File: src/rtl/uart_pkg.sv
// uart_pkg: definitions shared by the UART transmit and receive paths.
//   uart_state_t         - frame FSM state encoding
//   PAR_NONE/ODD/EVEN    - parity mode selectors
//   UART_CLK_DIV_DEFAULT - clocks per bit (50 MHz / 115200)
package uart_pkg;

   typedef enum logic [2:0] {
      ST_IDLE   = 3'd0,
      ST_START  = 3'd1,
      ST_DATA   = 3'd2,
      ST_PARITY = 3'd3,
      ST_STOP   = 3'd4
   } uart_state_t;

   localparam int PAR_NONE = 0;
   localparam int PAR_ODD  = 1;
   localparam int PAR_EVEN = 2;

   localparam int UART_CLK_DIV_DEFAULT = 434;

endpackage

File: src/rtl/uart_baud_gen.sv
// uart_baud_gen: bit-period timer.
//   clk, reset - clock, synchronous active-high reset
//   clr        - restart the count at 0 on the next edge
//   tick       - high during the last clock of each bit period
module uart_baud_gen
   import uart_pkg::*;
#(
   parameter int CLK_DIV = UART_CLK_DIV_DEFAULT
) (
   input  logic clk,
   input  logic reset,
   input  logic clr,
   output logic tick
);

   localparam int CW = $clog2(CLK_DIV);
   localparam logic [CW-1:0] CNT_LAST = CW'(CLK_DIV - 1);

   logic [CW-1:0] cnt;

   always_ff @(posedge clk) begin
      if (reset || clr)
         cnt <= '0;
      else if (cnt == CNT_LAST)
         cnt <= '0;
      else
         cnt <= cnt + 1'b1;
   end

   assign tick = (cnt == CNT_LAST);

endmodule

File: src/rtl/uart_tx_core.sv
// uart_tx_core: UART transmit stage with a one-byte holding register in
// front of the shift register, so the next byte can be staged mid-frame.
//   clk, reset    - clock, synchronous active-high reset
//   tx_load       - one-cycle strobe, tx_data captured on the same edge
//   tx_data       - byte to transmit
//   tx_buf_empty  - holding register empty (load accepted only when high)
//   tx_busy       - frame in progress on txd
//   tx_overrun    - sticky: load arrived while holding register full
//   txd           - serial line, idle high
module uart_tx_core
   import uart_pkg::*;
#(
   parameter int CLK_DIV   = UART_CLK_DIV_DEFAULT,
   parameter int PARITY    = PAR_NONE,
   parameter int STOP_BITS = 1
) (
   input  logic       clk,
   input  logic       reset,
   input  logic       tx_load,
   input  logic [7:0] tx_data,
   output logic       tx_buf_empty,
   output logic       tx_busy,
   output logic       tx_overrun,
   output logic       txd
);

   localparam logic STOP_LAST = (STOP_BITS == 2);
   localparam logic PAR_INV   = (PARITY == PAR_ODD);

   uart_state_t state, state_next;

   logic [7:0] hold;
   logic       hold_full;
   logic [7:0] shift;
   logic       par_bit;
   logic [2:0] bit_cnt;
   logic       stop_cnt;
   logic       txd_r, txd_next;
   logic       overrun;
   logic       tick;
   logic       xfer;       // hold -> shifter, enter START
   logic       shift_adv;  // move to the next data bit

   uart_baud_gen #(.CLK_DIV(CLK_DIV)) u_baud (
      .clk   (clk),
      .reset (reset),
      .clr   (xfer || (state == ST_IDLE)),
      .tick  (tick)
   );

   always_ff @(posedge clk) begin
      if (reset) state <= ST_IDLE;
      else       state <= state_next;
   end

   always_comb begin
      state_next = state;
      txd_next   = txd_r;
      xfer       = 1'b0;
      shift_adv  = 1'b0;
      case (state)
         ST_IDLE:
            if (hold_full) xfer = 1'b1;
         ST_START:
            if (tick) begin
               state_next = ST_DATA;
               txd_next   = shift[0];
            end
         ST_DATA:
            if (tick) begin
               if (bit_cnt == 3'd7) begin
                  if (PARITY != PAR_NONE) begin
                     state_next = ST_PARITY;
                     txd_next   = par_bit;
                  end else begin
                     state_next = ST_STOP;
                     txd_next   = 1'b1;
                  end
               end else begin
                  shift_adv = 1'b1;
                  txd_next  = shift[1];
               end
            end
         ST_PARITY:
            if (tick) begin
               state_next = ST_STOP;
               txd_next   = 1'b1;
            end
         ST_STOP:
            if (tick && (stop_cnt == STOP_LAST)) begin
               // a staged byte starts on the very next bit, no idle gap
               if (hold_full) xfer = 1'b1;
               else           state_next = ST_IDLE;
            end
         default: begin
            state_next = ST_IDLE;
            txd_next   = 1'b1;
         end
      endcase
      if (xfer) begin
         state_next = ST_START;
         txd_next   = 1'b0;
      end
   end

   always_ff @(posedge clk) begin
      if (reset) begin
         hold      <= '0;
         hold_full <= 1'b0;
         shift     <= '0;
         par_bit   <= 1'b0;
         bit_cnt   <= '0;
         stop_cnt  <= 1'b0;
         txd_r     <= 1'b1;
         overrun   <= 1'b0;
      end else begin
         txd_r <= txd_next;
         // a load while full is dropped even if the hold drains this edge
         if (tx_load && hold_full)
            overrun <= 1'b1;
         if (tx_load && !hold_full) begin
            hold      <= tx_data;
            hold_full <= 1'b1;
         end else if (xfer) begin
            hold_full <= 1'b0;
         end
         if (xfer) begin
            shift    <= hold;
            par_bit  <= (^hold) ^ PAR_INV;
            bit_cnt  <= '0;
            stop_cnt <= 1'b0;
         end else begin
            if (shift_adv)
               shift <= {1'b0, shift[7:1]};
            if ((state == ST_DATA) && tick)
               bit_cnt <= bit_cnt + 1'b1;
            if ((state == ST_STOP) && tick)
               stop_cnt <= ~stop_cnt;
         end
      end
   end

   assign tx_buf_empty = ~hold_full;
   assign tx_busy      = (state != ST_IDLE);
   assign tx_overrun   = overrun;
   assign txd          = txd_r;

endmodule

File: config.mk
export PLATFORM = sky130hd
export DESIGN_NAME = uart_tx_core
export DESIGN_NICKNAME = d
export VERILOG_FILES = /design/src/rtl/uart_pkg.sv /design/src/rtl/uart_baud_gen.sv /design/src/rtl/uart_tx_core.sv
export SDC_FILE = /design/constraint.sdc
export NUM_CORES = 1
export LEC_CHECK = 0
export ABC_CLOCK_PERIOD_IN_PS = 2550
export CORE_ASPECT_RATIO = 1.75
export CORE_MARGIN = 5
export CORE_UTILIZATION = 40
export DETAILED_ROUTE_END_ITERATION = 16
export GPL_TIMING_DRIVEN = 0
export HOLD_SLACK_MARGIN = 0.08
export PLACE_DENSITY_LB_ADDON = 0.2
export SLEW_MARGIN = 20
export SYNTH_ARGS = -nofsm -noshare
export SYNTH_HDL_FRONTEND = slang
export SYNTH_SLANG_ARGS = --single-unit
File: constraint.sdc
create_clock -name clk -period 2.55 [get_ports clk]
set_clock_uncertainty 0.05 [all_clocks]
set_input_delay 0.255 -clock clk [delete_from_list [all_inputs] [get_ports clk]]
set_output_delay 0.255 -clock clk [all_outputs]
set_load 0.01 [all_outputs]
Word-level counts from Yosys, hierarchy flattened
Index checks and enable logic that the tools add are counted.
- output and inout port bits: 4
- register bits: 35
- equal/unequal tests: 20
- bitwise operators: 3
- multiplexer cells: 24
- reduce and logical (&&, ||, !) cells: 18
- add/sub/neg operators: 2
- operators with widths (cell ; count):
    $mux 3 ; 6
    $ne 3x3->1 const B ; 6
    $mux 8 ; 2
    $pmux 3 s5 ; 1
    $ne 2x2->1 const B ; 7
    $reduce_and 7->1 ; 2
    $mux 1 ; 13
    $add 9x1->9 const B ; 1
    $eq 9x9->1 const B ; 1
    $eq 3x2->1 const B ; 2
    $eq 3x3->1 const B ; 2
    $reduce_or 2->1 ; 3
    $logic_and 1x1->1 ; 5
    $pmux 1 s4 ; 1
    $reduce_and 4->1 ; 1
    $reduce_bool 2->1 ; 2
    $add 3x1->3 const B ; 1
    $eq 3x1->1 const B ; 1
    $logic_not 3->1 ; 1
    $not 1->1 ; 3
    $reduce_bool 3->1 ; 1
    $logic_or 1x1->1 ; 2
    $ne 2x1->1 const B ; 1
    $pmux 1 s2 ; 1
    $logic_not 1->1 ; 1

Depth between registers and ports, before layout
Gate-level depths: netlist of run 1.
- depth in word-level cells: 7
- mapped depth: 7
- depth with buffers taken out: 6

Modules after synthesis
Synthesis of run 1 repeated with hierarchy kept, for this count alone.
- cell total of the unflattened synthesis: 181
- area, all modules: 1676.6 sq um
- by module, submodules not included (module ; area an instance (sq um) ; cells an instance ; instances ; seq. area each (sq um)):
    uart_tx_core ; 1262.5 ; 135 ; 1 ; 520.5
    uart_baud_gen ; 414.1 ; 46 ; 1 ; 180.2

Least setup slack after synthesis of run 1
No wires, ideal clock.
- path type: register to register
- start point: register u_baud.cnt[1]
- end point: register state[1]
- arrival time: 1.481 ns
- cell stages (with the launch flop): 8
- clock period less this slack: 1.645 ns
- library setup time: 0.114 ns
- path slack: 0.905 ns
- path through: dfxtp_1 -> inv_1 -> ha_1 -> and4b_1 -> buf_2 -> a31oi_4 -> nor2_2 -> a2111oi_0
- cells in the longest elaborated chain, start to end: 5
- elaborated cells on any way between the ends: 10
- classes of those cells: eq/ne: 5; mux: 2; reduce/logical: 3
- RTL lines (element ; line ; text):
    start: declaration ; uart_baud_gen.sv:19 ; logic [CW-1:0] cnt;
    start signal: assignment ; uart_baud_gen.sv:27 ; cnt <= cnt + 1'b1;
    $eq 9x9->1 (*) ; uart_baud_gen.sv:30 ; assign tick = (cnt == CNT_LAST);
    $logic_and 1x1->1 ; uart_tx_core.sv:90 ; if (tick && (stop_cnt == STOP_LAST)) begin
    $mux 1 ; uart_tx_core.sv:90 ;
    $pmux 1 s2 ; uart_tx_core.sv:61 ; case (state)
    $reduce_or 2->1 (no line) ; -- ;
    end signal: assignment ; uart_tx_core.sv:53 ; else state <= state_next;
    end: declaration ; uart_tx_core.sv:30 ; uart_state_t state, state_next;
Mark *: on every way between the ends. The rest lies on a longest branch, timed or not.
A chain may end at the register's enable or synchronous reset.

Worst setup path in the final report of run 1
- start point: register state[2]
- end point: output port tx_busy
- cells in the longest elaborated chain, start to end: 1
- RTL lines (element ; line ; text):
    $reduce_bool 3->1 ; uart_tx_core.sv:144 ; assign tx_busy = (state != ST_IDLE);
    end: declaration ; uart_tx_core.sv:22 ; output logic tx_busy,
No other way between the ends.

==> results.md, run 1 <==
- Crit Path Class: flop to primary output
- GPL Wtd Cong: roughly 0.8
- Min-delay worst type: primary input to flop
- Crit path setup slack, layout: approximately 0.48 ns
- Crit end category: primary output
- Synth Flop Type: dfxtp_1
- Area of the mapped netlist: 1632 um2
- Largest stage delay, worst path: around 0.55 ns
- CP startpoint kind: flop
- Starting Density: approximately two fifths
- Final min period: roughly 2.1 ns
- Final Hold Vio Count: 0
- Share of the synthesized area in the top cell type: 42.94%
- WP data required: around 2.3 ns
- DRC violations left: 0
- Async set-reset flop share out of synthesis: 0%
- H-Tree Level Count: 2
- Tcrit/Tclk final: approximately four fifths
- Vias per cell: 5.444
- Fin cells: about 240
- RSZ-0062 raised after global routing: false
- Most frequent cells in the layout: dfxtp_1 (35), nor2_1 (23), nand2_1 (16)
- CTS tree: yes
- Crit path arrival time: between 1.5 and 2 ns
- Final wirelength: roughly 3.6 mm
- FP Rows: 30
- Slew Viols, Final: 0
- Antenna Violating Nets Remaining: 0
- VDD IR-drop max: between 0.4 and 0.5 mV
- Placed Cells incl. Taps: 235
- Synth unique cells: 42
- Initial antenna violation count: 0
- Number of global-route vias before repair: ~1.4k
- CP Cell Sequence: clkbuf_1 > inv_1 > nand2_1 > clkdlybuf4s50_1
- Core ar.: just under 4000 um2
- Final setup vio count: 0
- FF+latch count, synth: 35
- Cell area after layout: 1921 um2
- Sequential area share after synthesis: 42.94%
- Slowest cell on the critical path: clkdlybuf4s50_1
- DP Worst Slack: 0.6201 ns
- Ant. Diodes: 0
- Worst-path maximum fanout: 9
- PD cells: just under 600 nW/um2
- Post-Route Setup TNS: 0 ns
- Measured slew at the worst slew-check pin: between 0.5 and 0.6 ns
- Dpl hpwl: roughly 2.8 mm
- Pleak: 0.6824 nW
- GRT Util Overall: 14.63%
- Share of layout cells above drive strength 1: 10.77%
- Clock latency on the worst-skew pair: roughly 0.28 ns
- Yosys warns: 0
- Global route overflow: 0
- RR Startpoint: u_baud.cnt[1]$_SDFF_PP0_
- Total CTS buffers: 5
- DR WL/cell: around 15 um
- Fill count: about 400
- Hold Path Origin: reset
- Ports: 15
- Post-CTS setup buffers: 0
- Syn Inst Count: between 150 and 200
- First DRT Iteration DRCs: 23
- Launch point of the worst path: state[2]$_SDFFE_PP0P_
- Die height: ~94 um
- Synth area leaders: dfxtp_1 (43%), mux2i_1 (7.4%), nor2_1 (5.3%)
- Post-layout net count: 209
- Via count: approximately 1.3k
- Clock transition at path regs: roughly 0.070 ns
- Slew headroom: approximately 65%
- Die W: ~58 um
- Syn_area_per_cell: around 9.4 um2
- Drt pass-1 iters: 4
- TritonCTS Sinks: 35
- Root Driver: clkbuf_8
- Max Clk Rate: just under 0.5 GHz
- First-pass GRT wire length: ~6.1 mm
- Buf/Inv on CP: 3
- Yosys top cell by area: dfxtp_1
- # hold bufs at CTS: 0
- Area post-placement: ~1800 um2
- Status: completed
- Commonest non-fill, non-tap cell in the layout: dfxtp_1
- Max Cap Viol: 0
- Longest Clk Path Bufs: 2
- Die Area: roughly 5500 um2
- Largest net degree at the start of global routing: 13
- Cts repair resizes: 0
- Delay-heaviest family, CP: buffers and inverters
- Area grow syn2layout: 17.71%
- Port bufs: 13
- Total Power Consumption: approximately 1.1 mW
- Post-synth EDFFs: 0
- Syn nets: ~190
[synth_stat cells, types with 3 or more instances]
library cell  instances
xnor2_1               5
nand3_1               7
mux2i_1              12
nor3_1               12
nand2_1              16
ha_1                  4
nor2_1               23
clkbuf_1              5
inv_1                 4
xor2_1                3
a211oi_1              3
dfxtp_1              35
a311oi_1              4
a21oi_1               6
[through the flow]
step	hold slack, ns	utilization (%)
after floorplan	0.3497	-
after global placement	0.3934	46.67
final	0.3660	49.20
after detailed placement	0.4135	46.67
after global routing	0.3990	49.20
after CTS	0.3756	49.20
[where the power goes]
part / leakage (nW) / switching [mW] / total, mW / internal, mW
logic: 0.350 / 0.0596 / 0.113 / 0.0536
clock network: 0.0474 / 0.201 / 0.421 / 0.220
registers: 0.285 / 0.0176 / 0.589 / 0.572
total: 0.682 / 0.278 / 1.12 / 0.845
[kinds of logic after synthesis]
family | Yosys count | share of synthesized area [%]
multiplexers | 12 | 7.362
AND/OR/NAND/NOR | 77 | 26.69
flip-flops | 35 | 42.94
adder cells (fa/ha/maj) | 4 | 3.068
AO/OA/AOI/OAI | 26 | 12.27
buffers and inverters | 12 | 3.374
XOR/XNOR | 8 | 4.295
[flip-flops by register name, summed over array words and instances, names as in the netlist]
name,cells
shift,8
stop_cnt,1
u_baud.cnt,9
bit_cnt,3
state,3
txd,1
hold,8
hold_full,1
tx_overrun,1
[path summary, 6_finish.rpt]
check,slack [ns],cells past startpoint,endpoint
setup / recovery,0.48,4,tx_busy
hold / removal,0.37,2,shift[4]$_SDFFE_PP0P_
setup reg to reg,0.62,7,state[1]$_SDFFE_PP0P_
hold reg to reg,0.42,1,u_baud.cnt[0]$_SDFF_PP0_
[layout make-up]
| class | count | area, um2 | area share, % |
|---|---|---|---|
| Inverter | 4 | 15.01 | 0.7818 |
| Clock buffer | 6 | 82.58 | 4.300 |
| Multi-Input combinational cell | 127 | 875.8 | 45.60 |
| Timing Repair Buffer | 13 | 130.1 | 6.775 |
| Tap cell | 48 | 60.06 | 3.127 |
| Clock inverter | 2 | 16.27 | 0.8469 |
| Buffer | 8 | 40.04 | 2.085 |
| Sequential cell | 35 | 700.7 | 36.48 |
[layer usage]
metal  wire, um  vias up  global-route usage [%]
li1           -      669                       -
met1       1329      623                   13.52
met2       2004       21                   27.15
met3        126       10                   4.514
met4        134        0                   8.317
met5          0        -                       0
Note: power is estimated with default switching activity, not from simulation.
==> run 2, diff against run 1 <==
ABC_CLOCK_PERIOD_IN_PS = 1800   (was 2550)
clock period = 1.8 ns   (was 2.55 ns; I/O delays follow)
==> results.md, run 2 (synthesis results as in run 1) <==
- Post-Route Setup TNS: 0 ns (unchanged)
- Min-delay worst type: primary input to flop
- Final wirelength: 3.676 mm (+2.3%)
- Largest regs: u_baud.cnt (9), hold (8), shift (8)
- Fin cells: 246 (+1.2%)
- Slew Viols, Final: 0 (unchanged)
- Tcrit/Tclk final: a little over nine tenths
- DRC violations left: 0 (unchanged)
- Largest stage delay, worst path: 0.35 ns (-0.20 ns)
- Initial antenna violation count: 0 (unchanged)
- WP data required: 1.92 ns (-0.33 ns)
- Slowest cell on the critical path: dfxtp_2
- Starting Density: 41.79% (unchanged)
- Final Hold Vio Count: 0 (unchanged)
- Fill count: 391 (-1.5%)
- DP Worst Slack: -0.1299 ns (-0.7500 ns)
- CTS tree: yes
- Hold Path Origin: reset
- Global route overflow: 0 (unchanged)
- Measured slew at the worst slew-check pin: 0.5290 ns (-0.0008345 ns)
- Most flops, register: u_baud.cnt
- Vias per cell: 5.537 (+1.7%)
- Slew headroom: 64.73% (about the same)
- Worst-path maximum fanout: 6 (-3)
- Crit end category: flop
- Crit path arrival time: 1.86 ns (+0.09 ns)
- Largest register FFs: 9 (unchanged)
- Crit Path Class: flop to flop
- Register Area: 705.7 um2 (+0.71%)
- Met3 Track Usage GR: 4.514% (unchanged)
- Area post-placement: 1822 um2 (unchanged)
- Root Driver: clkbuf_8
- Share of layout cells above drive strength 1: 18.69% (+7.9 points)
- Busiest layer in global routing: met2
- RR Startpoint: u_baud.cnt[1]$_SDFF_PP0_
- Clock latency on the worst-skew pair: 0.29 ns (about the same)
- Area of the multi-input gates: 940.9 um2 (+7.4%)
- Clock transition at path regs: 0.07 ns (about the same)
- Final setup vio count: 0 (unchanged)
- Placed Cells incl. Taps: 235 (unchanged)
- Largest net degree at the start of global routing: 13 (unchanged)
- Antenna Violating Nets Remaining: 0 (unchanged)
- Die Area: 5507 um2 (unchanged)
- Port bufs: 13 (unchanged)
- CP Cell Sequence: inv_2 > ha_4 > and4b_2 > a31oi_4 > nor2_2 > a2111oi_1
- Hold Crit Depth: 2 (unchanged)
- Final min period: ~1.7 ns
- PD cells: 786.9 nW/um2 (+34%)
- Number of global-route vias before repair: 1379 (+1.8%)
- Max Cap Viol: 0 (unchanged)
- TritonCTS Sinks: 35 (unchanged)
- Via count: 1362 (+2.9%)
- Post-layout net count: 212 (+1.4%)
- # hold bufs at CTS: 0 (unchanged)
- VDD IR-drop max: 0.5865 mV (+41%)
- Status: completed
- Die height: 94.49 um (unchanged)
- Total CTS buffers: 5 (unchanged)
- Worst r2r dst: state[1]$_SDFFE_PP0P_
- Commonest non-fill, non-tap cell in the layout: dfxtp_1
- Die W: 58.28 um (unchanged)
- FP Rows: 30 (unchanged)
- H-Tree Level Count: 2 (unchanged)
- First DRT Iteration DRCs: 35 (+52%)
- GRT Util Overall: 14.69% (+0.055 points)
- Dpl hpwl: 2.796 mm (unchanged)
- Longest Clk Path Bufs: 2 (unchanged)
- Core ar.: 3904 um2 (unchanged)
- Crit path setup slack, layout: 0.06400 ns (-0.4126 ns)
- Drt pass-1 iters: 4 (unchanged)
- Hold Path End: state[2]$_SDFFE_PP0P_
- R2r setup slk: 0.06 ns (-0.56 ns)
- CP startpoint kind: flop
- Met1 Track Usage GR: 13.43% (-0.084 points)
- Max Clk Rate: between 0.5 and 0.6 GHz
- Cell area after layout: 2036 um2 (+6.0%)
- Pleak: 0.7430 nW (+8.9%)
- Ant. Diodes: 0 (unchanged)
- First-pass GRT wire length: 6.168 mm (+0.78%)
- Most frequent cells in the layout: dfxtp_1 (33), nor2_1 (22), nand2_1 (15)
- Area grow syn2layout: 24.77%
- GPL Wtd Cong: 0.7800 (unchanged)
- DR WL/cell: 14.94 um (+1.0%)
- Ports: 15 (unchanged)
- Met2 usage: 27.43% (+0.28 points)
- Reg2reg path depth: 6 (-1)
run 2: cell types whose count changed in the layout (fill, tap and decap cells not counted), sizes merged:
cell and change:
buf +3, clkdlybuf4s50 -1, dlymetal6s2s +1
run 2: critical path: cells and delay by family, from the launching register on:
family                     cells  cell delay (ns)
DFF                            1             0.35
and+or+nand+nor                2             0.44
adders and majority gates      1             0.16
AOI/OAI and AO/OA              2             0.58
buffers and inverters          1             0.05
run 2: worst max-delay path by stage:
| stage | slack, ns | endpoint | cells after the start | from |
|---|---|---|---|---|
| 2_1_floorplan | 0.15 | state[1]$_SDFFE_PP0P_ | 7 | u_baud.cnt[1]$_SDFF_PP0_ |
| 3_3_place_gp | -0.08 | txd$_SDFFE_PP1P_ | 5 | u_baud.cnt[0]$_SDFF_PP0_ |
| 3_5_place_dp | -0.13 | txd$_SDFFE_PP1P_ | 5 | u_baud.cnt[0]$_SDFF_PP0_ |
| 4_1_cts | 0.009 | shift[6]$_SDFFE_PP0P_ | 7 | u_baud.cnt[1]$_SDFF_PP0_ |
| 5_1_grt | -0.02 | shift[3]$_SDFFE_PP0P_ | 6 | bit_cnt[0]$_SDFFE_PP0P_ |
| 6_report | 0.06 | state[1]$_SDFFE_PP0P_ | 6 | u_baud.cnt[1]$_SDFF_PP0_ |
run 2: routing by layer:
| layer | wire length (um) | vias up |
|---|---|---|
| met5 | 0 | - |
| li1 | - | 670 |
| met4 | 142 | 0 |
| met1 | 1323 | 657 |
| met2 | 2077 | 23 |
| met3 | 132 | 12 |
run 2: timing repair:
item / CTS / global route
cloned: 0 / 0
pin swaps: 3 / 6
resized for setup: 8 / 15
setup buffers: 4 / 1
setup endpoints to repair: 10 / 12
run 2: layout make-up:
type                            count  share of cell area, %
Timing Repair Buffer               18                  8.912
Tap cell                           48                  2.950
Clock buffer                        6                  4.057
Buffer                              6                  1.659
Multi-Input combinational cell    127                  46.22
Sequential cell                    35                  34.67
Inverter                            4                 0.7376
Clock inverter                      2                 0.7990
run 2: where the power goes:
| part | total (mW) | internal [mW] | switching [mW] |
|---|---|---|---|
| clock network | 0.596 | 0.312 | 0.285 |
| logic | 0.170 | 0.0817 | 0.0882 |
| registers | 0.835 | 0.808 | 0.0270 |
| total | 1.60 | 1.20 | 0.400 |
run 2: stage by stage:
step	hold slack (ns)	util, %	total power [mW]
3_5_place_dp	0.4135	46.67	1.015
6_report	0.2920	52.15	1.602
4_1_cts	0.3006	50.32	1.614
5_1_grt	0.3234	52.15	1.686
2_1_floorplan	0.2747	-	0.9435
3_3_place_gp	0.3934	46.67	1.007
==> run 3, diff against run 2 <==
SYNTH_HIERARCHICAL = 1   (was unset)
==> results.md, run 3 <==
- WP data required: 1.91 ns (about the same)
- Area grow syn2layout: 28.88%
- Crit path setup slack, layout: -0.1106 ns (-0.1746 ns)
- Total CTS buffers: 5 (unchanged)
- DRC violations left: 0 (unchanged)
- Max Cap Viol: 0 (unchanged)
- H-Tree Level Count: 2 (unchanged)
- Clk pwr share: 33.5% (-3.7 points)
- Hold Crit Depth: 1 (-1)
- Area of the mapped netlist: 1677 um2 (+2.8%)
- Top cells by count, synth: dfxtp_1 (35), nor2_1 (20), o21ai_0 (12)
- # hold bufs at CTS: 0 (unchanged)
- Core ar.: 4111 um2 (+5.3%)
- Slew Viols, Final: 0 (unchanged)
- Compound-Gate Fraction of Synth Area: 19.55% (+7.3 points)
- Largest regs: u_baud/cnt (9), hold (8), shift (8)
- Register Area: 708.2 um2 (+0.35%)
- Die Area: 5637 um2 (+2.4%)
- Share of layout cells above drive strength 1: 25.00% (+6.3 points)
- Slowest cell on the critical path: a211oi_1
- TritonCTS Sinks: 35 (unchanged)
- Syn_area_per_cell: 9.263 um2 (-1.2%)
- Status: finished with violations
- Measured slew at the worst slew-check pin: 0.5549 ns (+0.02585 ns)
- Most common cell on crit path: buf_6
- Global route overflow: 0 (unchanged)
- Final wirelength: 3.923 mm (+6.7%)
- Synth area leaders: dfxtp_1 (42%), mux2i_1 (6.0%), buf_6 (4.7%)
- Mux contribution to synthesized area: 5.970% (-1.4 points)
- Drt pass-1 iters: 4 (unchanged)
- Post-synth EDFFs: 0 (unchanged)
- Async set-reset flop share out of synthesis: 0% (unchanged)
- RR Startpoint: u_baud/cnt[3]$_SDFF_PP0_
- Area of the multi-input gates: 953.4 um2 (+1.3%)
- GPL Wtd Cong: 0.8471 (+8.6%)
- Syn nets: 196 (+3.7%)
- Most common cell in the synthesized netlist: dfxtp_1
- Switching Fraction: 25.43% (+0.48 points)
- Hold Path End: u_baud/cnt[0]$_SDFF_PP0_
- Initial antenna violation count: 0 (unchanged)
- First DRT Iteration DRCs: 33 (-5.7%)
- Via count: 1447 (+6.2%)
- M1 WL: 1.481 mm (+12%)
- Fin cells: 261 (+6.1%)
- Slew headroom: 62.87% (-1.9 points)
- PD cells: 744.9 nW/um2 (-5.3%)
- R2r setup slk: -0.11 ns (-0.17 ns)
- First-pass GRT wire length: 6.299 mm (+2.1%)
- Highest Signal Layer: met4
- FF+latch count, synth: 35 (unchanged)
- Die height: 95.65 um (+1.2%)
- Vias per cell: 5.544 (+0.14%)
- CTS tree: yes
- Synth Flop Type: dfxtp_1
- Final Hold Vio Count: 0 (unchanged)
- FP Rows: 31 (+3.3%)
- Die W: 58.94 um (+1.1%)
- Worst r2r dst: shift[6]$_SDFFE_PP0P_
- Internal Pwr Total: 1.200 mW (-0.17%)
- Sw Pwr: 409.4 uW (+2.4%)
- Hold Path Origin: u_baud/cnt[0]$_SDFF_PP0_
- Min-delay worst type: flop to flop
- Failing checks: negative setup slack
- Yosys top cell by area: dfxtp_1
- Sequential share of power: 51.9% (-0.3 points)
- Fill count: 404 (+3.3%)
- CP Cell Sequence: or3_4 > nor3_4 > buf_6 > nand2b_4 > buf_6 > a211oi_1 > a311oi_2
- Ant. Diodes: 0 (unchanged)
- Met3 Routed Length: 116 um (-12%)
- Yosys warns: 6 (+6)
- DP Worst Slack: -0.2219 ns (-0.09199 ns)
- Antenna Violating Nets Remaining: 0 (unchanged)
- Largest family of logic cells by synthesized area: compound AO/OA/AOI/OAI gates
- Area post-placement: 1907 um2 (+4.7%)
- Port bufs: 14 (+1)
- GRT Util Overall: 14.73% (+0.046 points)
- Commonest non-fill, non-tap cell in the layout: dfxtp_1
- Largest register FFs: 9 (unchanged)
- RSZ-0062 raised after global routing: true
- Cell area after layout: 2161 um2 (+6.1%)
- Most frequent cells in the layout: dfxtp_1 (31), nor2_1 (19), clkdlybuf4s50_1 (13)
- CP startpoint kind: flop
- Reg2reg path depth: 7 (+1)
- Post-synthesis simple-gate area fraction: 19.40% (-7.3 points)
- Adder-cell area share of the yosys netlist: 2.985% (-0.082 points)
- Crit path arrival time: 2.02 ns (+0.16 ns)
- Clock transition at path regs: 0.07 ns (about the same)
- Power share of the combinational group: 14.7% (+4.1 points)
- DR WL/cell: 15.03 um (+0.59%)
- Tcrit/Tclk final: 106.1% (+9.7 points)
- Crit Path Class: flop to flop
- Longest Clk Path Bufs: 2 (unchanged)
- Root Driver: clkbuf_8
- Syn Inst Count: 181 (+4.0%)
- Placed Cells incl. Taps: 244 (+3.8%)
- Sequential area share after synthesis: 41.79% (-1.2 points)
- Most flops, register: u_baud/cnt
- Synth unique cells: 40 (-4.8%)
- Area share of xor/xnor cells in the synthesized design: 2.090% (-2.2 points)
- Crit end category: flop
- Ports: 15 (unchanged)
- Pleak: 0.7690 nW (+3.5%)
- Number of global-route vias before repair: 1447 (+4.9%)
- Worst-path maximum fanout: 10 (+4)
- Starting Density: 40.78% (-1.0 points)
- Post-layout net count: 226 (+6.6%)
- Final setup vio count: 19 (+19)
- WL met2: 2.127 mm (+2.4%)
- VDD IR-drop max: 0.6167 mV (+5.1%)
- Dpl hpwl: 2.811 mm (+0.53%)
- Clock latency on the worst-skew pair: 0.28 ns (about the same)
- Largest net degree at the start of global routing: 11 (-2)
- Share of the synthesized area in the top cell type: 41.79% (-1.2 points)
- Max Clk Rate: 0.5234 GHz (-9.1%)
- Final min period: 1.911 ns (+0.1746 ns)
- Largest stage delay, worst path: 0.42 ns (+0.07 ns)
[run 3: worst max-delay path, delay by kind of cell, from the launching register on]
kind | cells | cell delay [ns]
DFF | 1 | 0.35
and+or+nand+nor | 3 | 0.59
AOI/OAI and AO/OA | 2 | 0.51
buffers and inverters | 2 | 0.28
[run 3: through the flow]
| step | setup TNS (ns) | util, % | total power [mW] | hold WS (ns) |
|---|---|---|---|---|
| 2_1_floorplan | -0.7048 | - | 0.9733 | 0.2080 |
| 3_3_place_gp | -2.969 | 46.38 | 1.043 | 0.3889 |
| 3_5_place_dp | -3.672 | 46.38 | 1.051 | 0.3941 |
| 4_1_cts | -0.8076 | 50.70 | 1.603 | 0.4249 |
| 5_1_grt | -3.489 | 52.56 | 1.684 | 0.4024 |
| 6_report | -1.271 | 52.56 | 1.610 | 0.3846 |
[run 3: logic make-up after synthesis]
logic type | Yosys count
multiplexers | 10
AO/OA/AOI/OAI | 46
buffers and inverters | 19
adder cells (fa/ha/maj) | 4
AND/OR/NAND/NOR | 63
XOR/XNOR | 4
flip-flops | 35
[run 3: layout make-up]
type	count	share of cell area, %
inverters	5	0.8686
multi-input cells	127	44.12
well taps	49	2.837
flip-flops and latches	35	32.77
clock buffers	7	3.532
repair buffers	23	9.902
clock inverters	1	0.2316
plain buffers	14	5.732
[run 3: how the worst max path moves through the flow]
stage	from	endpoint	slack, ns	cells past startpoint
6_report	u_baud/cnt[3]$_SDFF_PP0_	shift[6]$_SDFFE_PP0P_	-0.11	7
3_5_place_dp	u_baud/cnt[2]$_SDFF_PP0_	u_baud/cnt[1]$_SDFF_PP0_	-0.22	10
3_3_place_gp	u_baud/cnt[2]$_SDFF_PP0_	u_baud/cnt[3]$_SDFF_PP0_	-0.18	10
5_1_grt	u_baud/cnt[3]$_SDFF_PP0_	u_baud/cnt[1]$_SDFF_PP0_	-0.20	10
2_1_floorplan	u_baud/cnt[2]$_SDFF_PP0_	u_baud/cnt[0]$_SDFF_PP0_	-0.07	10
4_1_cts	u_baud/cnt[3]$_SDFF_PP0_	shift[0]$_SDFFE_PP0P_	-0.07	8
[run 3: layer usage]
layer  global-route usage (%)  vias to the layer above
met5                        0                        -
met4                    8.696                        0
met3                    4.065                       15
met2                    27.03                       24
met1                    14.05                      684
li1                         -                      724
[run 3: power by group through the flow]
stage          combinational [mW]  sequential (mW)  clock [mW]
3_5_place_dp                0.199            0.852           0
5_1_grt                     0.257            0.838       0.589
3_3_place_gp                0.193            0.851           0
4_1_cts                     0.215            0.834       0.555
2_1_floorplan               0.128            0.846           0
6_report                    0.236            0.835       0.538
[run 3: timing repair]
| action | CTS | global route |
|---|---|---|
| pin swaps | 5 | 4 |
| setup endpoints to repair | 25 | 24 |
| buffers inserted | 6 | 3 |
| resized for setup | 15 | 11 |
